[config.mk]
export PLATFORM = sky130hd
export DESIGN_NAME = bp_sacc_io_master
export DESIGN_NICKNAME = d
export VERILOG_FILES = /design/src/rtl/bp_sacc_io_master.sv
export SDC_FILE = /design/constraint.sdc
export NUM_CORES = 1
export LEC_CHECK = 0
export ABC_AREA = 1
export ABC_CLOCK_PERIOD_IN_PS = 4700
export BUFFER_PORTS_ARGS = -buffer_cell sky130_fd_sc_hd__buf_2
export CORE_AREA = 2 2 135 137
export CTS_BUF_LIST = sky130_fd_sc_hd__clkbuf_4 sky130_fd_sc_hd__clkbuf_8
export CTS_CLUSTER_DIAMETER = 100
export DETAILED_ROUTE_END_ITERATION = 7
export DIE_AREA = 0 0 137 139
export PLACE_DENSITY = 0.95
export SYNTH_ARGS = -nofsm -noshare
export SYNTH_HDL_FRONTEND = slang
export SYNTH_SLANG_ARGS = --single-unit
[constraint.sdc]
create_clock -name clk_i -period 4.7 [get_ports clk_i]
set_clock_uncertainty 0.1 [all_clocks]
set_input_delay 0.47 -clock clk_i [delete_from_list [all_inputs] [get_ports clk_i]]
set_output_delay 0.47 -clock clk_i [all_outputs]
set_load 0.01 [all_outputs]
[src/rtl/bp_sacc_io_master.sv]
// Host-side IO master: programs accelerator CSRs (PTR, LEN, START), polls STAT, reads RES.
// Optional poll timeout enabled by defining BP_SACC_IO_MASTER_TIMEOUT_EN.
module bp_sacc_io_master #(
   parameter int          paddr_width_p = 40,
   parameter int          data_width_p  = 64,
   parameter logic [63:0] csr_base_p    = 64'h0,
   parameter int          poll_gap_p    = 16,
   parameter int          timeout_p     = 1024
) (
   input  logic                     clk_i,
   input  logic                     reset_i,
   input  logic                     start_i,
   input  logic [paddr_width_p-1:0] src_addr_i,
   input  logic [data_width_p-1:0]  len_i,
   output logic                     busy_o,
   output logic                     done_o,
   output logic                     error_o,
   output logic [data_width_p-1:0]  result_o,
   output logic                     io_cmd_v_o,
   input  logic                     io_cmd_ready_i,
   output logic                     io_cmd_w_o,
   output logic [paddr_width_p-1:0] io_cmd_addr_o,
   output logic [2:0]               io_cmd_size_o,
   output logic [data_width_p-1:0]  io_cmd_data_o,
   input  logic                     io_resp_v_i,
   input  logic                     io_resp_w_i,
   input  logic [data_width_p-1:0]  io_resp_data_i,
   output logic                     io_resp_yumi_o
);

   typedef enum logic [3:0] {
      S_IDLE, S_WR_PTR, S_WR_LEN, S_WR_GO, S_GAP, S_POLL, S_RD_RES, S_DONE, S_ERR
   } state_e;

   localparam logic [paddr_width_p-1:0] base_lp  = paddr_width_p'(csr_base_p);
   localparam logic [paddr_width_p-1:0] ptr_lp   = base_lp + paddr_width_p'(8'h00);
   localparam logic [paddr_width_p-1:0] len_lp   = base_lp + paddr_width_p'(8'h08);
   localparam logic [paddr_width_p-1:0] go_lp    = base_lp + paddr_width_p'(8'h10);
   localparam logic [paddr_width_p-1:0] stat_lp  = base_lp + paddr_width_p'(8'h18);
   localparam logic [paddr_width_p-1:0] res_lp   = base_lp + paddr_width_p'(8'h20);
   localparam int                       gap_w_lp = $clog2(poll_gap_p + 1);

   state_e                     state_q, state_d;
   logic                       wait_q, wait_d;
   logic                       cmd_v_q, cmd_v_d, cmd_w_q, cmd_w_d;
   logic [paddr_width_p-1:0]   cmd_addr_q, cmd_addr_d;
   logic [data_width_p-1:0]    cmd_data_q, cmd_data_d;
   logic [data_width_p-1:0]    len_q, len_d, result_q, result_d;
   logic                       busy_q, busy_d, done_q, done_d, error_q, error_d;
   logic [gap_w_lp-1:0]        gap_cnt_q, gap_cnt_d;
`ifdef BP_SACC_IO_MASTER_TIMEOUT_EN
   localparam int              poll_w_lp = $clog2(timeout_p + 1);
   logic [poll_w_lp-1:0]       poll_cnt_q, poll_cnt_d;
`endif

   always_comb begin
      state_d    = state_q;
      wait_d     = wait_q;
      cmd_v_d    = cmd_v_q;
      cmd_w_d    = cmd_w_q;
      cmd_addr_d = cmd_addr_q;
      cmd_data_d = cmd_data_q;
      len_d      = len_q;
      result_d   = result_q;
      error_d    = error_q;
      gap_cnt_d  = gap_cnt_q;
`ifdef BP_SACC_IO_MASTER_TIMEOUT_EN
      poll_cnt_d = poll_cnt_q;
`endif
      case (state_q)
         S_IDLE: if (start_i) begin
            result_d = '0;
            error_d  = 1'b0;
`ifdef BP_SACC_IO_MASTER_TIMEOUT_EN
            poll_cnt_d = '0;
`endif
            if (len_i != '0) begin
               state_d    = S_WR_PTR;
               len_d      = len_i;
               cmd_v_d    = 1'b1;
               cmd_w_d    = 1'b1;
               cmd_addr_d = ptr_lp;
               cmd_data_d = data_width_p'(src_addr_i);
            end else begin
               state_d = S_DONE;
            end
         end
         S_GAP: begin
            if (gap_cnt_q == gap_w_lp'(poll_gap_p - 1)) begin
               state_d    = S_POLL;
               cmd_v_d    = 1'b1;
               cmd_w_d    = 1'b0;
               cmd_addr_d = stat_lp;
               cmd_data_d = '0;
            end else begin
               gap_cnt_d = gap_cnt_q + 1'b1;
            end
         end
         S_DONE, S_ERR: state_d = S_IDLE;
         default: begin
            // Command states: SEND holds v until ready, WAIT takes the single response.
            if (!wait_q) begin
               if (io_cmd_ready_i) begin
                  cmd_v_d = 1'b0;
                  wait_d  = 1'b1;
               end
            end else if (io_resp_v_i) begin
               wait_d = 1'b0;
               if (io_resp_w_i != cmd_w_q) begin
                  state_d = S_ERR;
               end else begin
                  case (state_q)
                     S_WR_PTR: begin
                        state_d    = S_WR_LEN;
                        cmd_v_d    = 1'b1;
                        cmd_addr_d = len_lp;
                        cmd_data_d = len_q;
                     end
                     S_WR_LEN: begin
                        state_d    = S_WR_GO;
                        cmd_v_d    = 1'b1;
                        cmd_addr_d = go_lp;
                        cmd_data_d = data_width_p'(1);
                     end
                     S_WR_GO: begin
                        state_d   = S_GAP;
                        gap_cnt_d = '0;
                     end
                     S_POLL: begin
                        if (io_resp_data_i[0]) begin
                           state_d    = S_RD_RES;
                           cmd_v_d    = 1'b1;
                           cmd_addr_d = res_lp;
                        end else begin
`ifdef BP_SACC_IO_MASTER_TIMEOUT_EN
                           if (poll_cnt_q == poll_w_lp'(timeout_p - 1)) begin
                              state_d = S_ERR;
                           end else begin
                              poll_cnt_d = poll_cnt_q + 1'b1;
                              state_d    = S_GAP;
                              gap_cnt_d  = '0;
                           end
`else
                           state_d   = S_GAP;
                           gap_cnt_d = '0;
`endif
                        end
                     end
                     S_RD_RES: begin
                        result_d = io_resp_data_i;
                        state_d  = S_DONE;
                     end
                     default: ;
                  endcase
               end
            end
         end
      endcase
      done_d = (state_d == S_DONE) || (state_d == S_ERR);
      if (state_d == S_ERR) error_d = 1'b1;
      busy_d = (state_d != S_IDLE);
   end

   always_ff @(posedge clk_i) begin
      if (reset_i) begin
         state_q    <= S_IDLE;
         wait_q     <= 1'b0;
         cmd_v_q    <= 1'b0;
         cmd_w_q    <= 1'b0;
         cmd_addr_q <= '0;
         cmd_data_q <= '0;
         len_q      <= '0;
         result_q   <= '0;
         busy_q     <= 1'b0;
         done_q     <= 1'b0;
         error_q    <= 1'b0;
         gap_cnt_q  <= '0;
`ifdef BP_SACC_IO_MASTER_TIMEOUT_EN
         poll_cnt_q <= '0;
`endif
      end else begin
         state_q    <= state_d;
         wait_q     <= wait_d;
         cmd_v_q    <= cmd_v_d;
         cmd_w_q    <= cmd_w_d;
         cmd_addr_q <= cmd_addr_d;
         cmd_data_q <= cmd_data_d;
         len_q      <= len_d;
         result_q   <= result_d;
         busy_q     <= busy_d;
         done_q     <= done_d;
         error_q    <= error_d;
         gap_cnt_q  <= gap_cnt_d;
`ifdef BP_SACC_IO_MASTER_TIMEOUT_EN
         poll_cnt_q <= poll_cnt_d;
`endif
      end
   end

   // Responses are always consumed; outside WAIT they are simply discarded.
   assign io_resp_yumi_o = io_resp_v_i & ~reset_i;
   assign busy_o         = busy_q;
   assign done_o         = done_q;
   assign error_o        = error_q;
   assign result_o       = result_q;
   assign io_cmd_v_o     = cmd_v_q;
   assign io_cmd_w_o     = cmd_w_q;
   assign io_cmd_addr_o  = cmd_addr_q;
   assign io_cmd_size_o  = 3'd3;
   assign io_cmd_data_o  = cmd_data_q;

endmodule
# Yosys cells after proc, flatten, opt, wreduce, memory -nomap -nowiden
# Index checks and enable logic that the tools add are counted.
word_totals:
  output_inout_bits: 177
  ff_bits: 247
  inputBits: 174
classes:
  eq_ne: 25
  n_reduce_logical: 31
  bitwise: 5
  add_sub_neg: 1
  n_mux: 57
op_table:
  columns: ["op", "n"]
  rows:
  - ["$mux W64", 11]
  - ["$mux W40", 7]
  - ["$pmux W64 S2", 2]
  - ["$pmux W40 S3", 2]
  - ["$pmux W64 S3", 1]
  - ["$reduce_bool A64 Y1", 1]
  - ["$mux W5", 5]
  - ["$eq A4 B3 Y1 const B", 5]
  - ["$mux W4", 5]
  - ["$pmux W4 S5", 1]
  - ["$pmux W5 S2", 2]
  - ["$reduce_and A9 Y1", 2]
  - ["$reduce_bool A2 Y1", 8]
  - ["$mux W1", 15]
  - ["$ne A4 B2 Y1 const B", 3]
  - ["$pmux W4 S3", 1]
  - ["$reduce_bool A4 Y1", 3]
  - ["$reduce_bool A3 Y1", 3]
  - ["$eq A4 B2 Y1 const B", 2]
  - ["$eq A4 B4 Y1 const B", 2]
  - ["$ne A2 B2 Y1 const B", 4]
  - ["$reduce_and A8 Y1", 1]
  - ["$reduce_and A7 Y1", 1]
  - ["$reduce_and A6 Y1", 1]
  - ["24 further kinds", 31]

# Logic depth before layout (Yosys ltp)
depth:
  depth_word: 9
  mapped_depth: 13
  depth_no_buf: 13

# Worst setup path after synthesis
# Ideal clock, no wire load.
synth_path:
  path_type: "input-to-reg"
  startpoint: "input port len_i[15]"
  endpoint: "register len_q[2]"
  slack_ns: 2.734
  setup_ns: 0.118
  path_stages: 12
  arrival_ns: 1.748
  path_cell_list: "nor2_1 -> nand2_1 -> nor2_1 -> nand2_1 -> nor2_1 -> nand2_1 -> nand2_1 -> nor2_1 -> buf_4 -> clkbuf_1 -> o21ai_0 -> nor2_1"
synth_via:
  elab_chain_len: 2
synth_lines:
  columns: ["item", "line", "source"]
  rows:
  - ["start, declared", "14", "input logic [data_width_p-1:0] len_i,"]
  - ["$reduce_bool A64 Y1", "77", "if (len_i != '0) begin"]
  - ["$reduce_and A3 Y1 (no line)", null, null]
  - ["end signal, assigned", "188", "len_q <= len_d;"]
  - ["end, declared", "48", "logic [data_width_p-1:0] len_q, len_d, result_q, result_d;"]
# No other way between the ends.
# A chain may end at the register's enable or synchronous reset.

# Worst setup path after layout
layout_path:
  startpoint: "register state_q[1]"
  endpoint: "register result_q[1], in the netlist result_o[1]"
layout_via:
  elab_chain_len: 4
  elab_cells_between_ends: 14
  classes_between: "eq/ne: 6; mux: 1; bitwise: 1; reduce/logical: 6"
layout_lines:
  columns: ["item", "line", "source"]
  rows:
  - ["start, declared", "43", "state_e state_q, state_d;"]
  - ["start signal, assigned", "182", "state_q <= state_d;"]
  - ["$eq A4 B3 Y1 or $eq A4 B4 Y1 (tied branches)", "70", "case (state_q)"]
  - ["$reduce_or A3 Y1 (no line)", null, null]
  - ["$not A1 Y1 (no line)", null, null]
  - ["$reduce_and A6 Y1 (no line)", null, null]
  - ["end signal, assigned", "189", "result_q <= result_d;"]
  - ["end, declared", "48", null]
# Parallel ways exist; a longest one is shown, timed or not.

==> out/qor.yml <==
pwr:
  p_clk_share_pct: 36.3
  p_seq_share_pct: 43.5
  ir_worst_vdd_mv: 0.273
  p_switching_uw: 1400
  power_frac_comb_pct: 20.2
  sw_frac_of_total_pct: 30.3
  pwr_density_cell_nw_per_um2: 417
  intPower_uw: 3220
  p_leak_uw: 0.00497
floorplan:
  start_util_pct: 51.1
  die_y_um: 139
  core_area_um2: 17700
  dieWidth_um: 137
  num_rows: 49
  ios: 351
  die_area_um2: 19000
sta:
  rsz0062_at_grt: "false"
  post-route-period-util_pct: 61.8
  final.min_clock_period_ns: 2.90
  tns_ns: 0
  setup_ws_ns: 1.80
  finalSetupViolCount: 0
  fmaxAchievable_ghz: 0.344
  finalMaxSlewViolations: 0
  worstMarginPinSlew_ns: 1.04
  hold_viol_final: 0
  relSlewSlack_pct: 30.8
yosys:
  synth_seq_area_share_pct: 46.6
  ys_seq_elements: 210
  synth_cell_type_count: 31
  synth_largest_area_cell: "dfxtp_1"
  synthesis.area_um2: 9020
  avgSynthCellArea_um2: 7.61
  yosysWarnings: 0
  netlist.area_leader.share_pct: 46.6
  synth_cells: 1185
  synth_area_leaders: "dfxtp_1 (47%), a21oi_1 (7.9%), nand2_1 (7.8%), nand3_1 (6.4%), nor2_1 (5.3%)"
cells_and_area:
  design_area_um2: 11100
  area_delta_synth_final_pct: 22.7
  nets: 1624
  drive_gt1_share_pct: 27.4
  fin_util_pct: 62.7
  fillers: 1556
  fin_cells: 1698
critical_path:
  cpMostUsedCell: "inv_2"
  crit_chain: "nor2_2 -> inv_2 -> nor2_4 -> inv_4 -> o41ai_1 -> nand2_2 -> inv_2 -> nand3_1 -> a21oi_1"
  r2r-start: "state_q[1]"
  slowest_delay_ns: 0.76
  start_kind: "register"
  cp-end-kind: "register"
  worstPathArrival_ns: 3.22
  required_ns: 5.01
  crit_start: "state_q[1]"
  crit_type: "reg -> reg"
  crit_fanout: 69
  critical_path.slowest_cell: "inv_2"
placed_design:
  dpl_cell_area_um2: 10300
  gp_congestion: 0.939
  dpl.hpwl_um: 18100
  pre_cts_ws_ns: 1.71
  placed_cells: 1639
  io_buffer_count: 310
routing:
  firstDrtPassIters: 7
  wl_per_cell_um: 16.0
  detail-route-antenna-nets: 0
  dr_total_vias: 9365
  drt-initial-drc-count: 652
  vias_per_cell: 5.52
  drc: 0
  wirelength_um: 27200
clock_network:
  root_buffer: "clkbuf_8"
  cts_tree: "done"
  clkTransAtPathRegs_ns: 0.06
  cts-hold-fix-buffers: 0
  clock_path_buffers: 3
  htree_levels: 2
  cts_sinks: 210
  cts_setup_buffers: 0
  post_cts_resize_count: 0
  clk_latency_ns: 0.50
  cts_buffers: 36
global_route:
  grt_pass1_wl_um: 42600
  grt-ovfl-total: 0
  grtUsageTotal_pct: 27.5
  antenna_found_initial: 1
  grt_pass1_vias: 8638
  grt_max_degree: 70
hold_path:
  hold_path_class: "in -> reg"
  worstHoldStart: "len_i[46]"
outcome:
  status: "finished, final reports clean"
flow_run:
  maxCapViolations: 0
## sequential cells by signal, summed over array words and instances (netlist names)
| signal | cells |
|---|---|
| error_o | 1 |
| io_cmd_data_o | 64 |
| io_cmd_v_o | 1 |
| len_q | 64 |
| wait_q | 1 |
| io_cmd_addr_o | 3 |
| result_o | 64 |
| gap_cnt_q | 5 |
| io_cmd_w_o | 1 |
| state_q | 4 |
| busy_o | 1 |
| done_o | 1 |
## layout make-up
class                           instances  area [µm²]  area share [%]
Clock inverter                          4        45.0           0.407
Clock buffer                           54         687            6.20
Sequential cell                       210        4200            38.0
Multi-Input combinational cell        846        4080            36.9
Timing Repair Buffer                  321        1640            14.8
Tap cell                              229         287            2.59
Antenna cell                            1        2.50          0.0226
Inverter                               33         126            1.14
## logic make-up (layout without fill, tap and decap cells)
group	Yosys count	after routing	share of synthesized area [%]
other cells	2	41	0.0832
compound gates	261	261	16.3
xor+xnor	3	3	0.291
buf+inv	167	412	9.97
fa+ha+maj	2	2	0.277
simple gates	540	540	26.5
flops	210	210	46.6
## power by group through the flow
stage | sequential (µW) | combinational [µW] | clock, µW
after detailed placement | 2040 | 915 | 0
final | 2010 | 930 | 1680
after floorplan | 2070 | 643 | 0
after global routing | 2020 | 1020 | 1790
after global placement | 2040 | 898 | 0
after CTS | 2010 | 921 | 1710
## final timing paths
| path | endpoint | slack [ns] | depth (start not counted) |
|---|---|---|---|
| max | result_o[1] | 1.80 | 9 |
| min | len_q[46] | 0.12 | 3 |
| max reg2reg | result_o[1] | 1.80 | 9 |
| min reg2reg | io_cmd_data_o[24] | 0.36 | 2 |
## synthesized netlist by cell type
master and count:
nor2_1 128, dfxtp_1 210, nor3b_1 2, clkbuf_1 54, a31oi_1 2, ha_1 2
nor2_8 1, buf_1 3, o21ai_0 68, o211ai_1 3, buf_4 43, xnor2_1 1
or2_2 1, o211a_1 1, buf_2 23, inv_1 24, nor3_1 72, buf_6 11
a21oi_1 142, a22o_1 39, nor2_4 4, conb_1 2, xor2_1 2, nand4_1 26
nand3_1 115, o21ai_1 5, inv_2 9, nand2_1 188, nor2_2 2, nand2_2 1
o41ai_1 1
## routing by layer
layer	global-route usage, %	wire [µm]
met4	13.1	1160
met3	4.82	2010
met1	34.9	10800
met5	0	0
met2	44.9	13200
## layout by cell type (no fill, tap or decap), drive strengths merged
cell / n
nand3: 115
ha: 2
nor3b: 2
a21oi: 142
nand4: 26
xor2: 2
nor2: 135
o211a: 1
a31oi: 2
a22o: 39
diode: 1
o21ai: 73
or2: 1
dfxtp: 210
conb: 40
inv: 33
clkbuf: 54
o211ai: 3
nor3: 72
bufinv: 1
o41ai: 1
xnor2: 1
buf: 321
clkinv: 3
nand2: 189
## critical path, delay by kind of cell (launching register included)
kind                   cells  cell delay [ns]
buffers and inverters      3             1.12
AND/OR/NAND/NOR            4             0.81
AO/OA/AOI/OAI              2             0.39
flip-flops                 1             0.36
## stage by stage
| step | hold slack (ns) | power (µW) |
|---|---|---|
| 2_1_floorplan | 0.357 | 2720 |
| 4_1_cts | 0.0948 | 4630 |
| 3_3_place_gp | 0.345 | 2930 |
| 5_1_grt | 0.0990 | 4830 |
| 3_5_place_dp | 0.349 | 2960 |
| 6_report | 0.118 | 4610 |
Power figures use the tool's default switching activity.
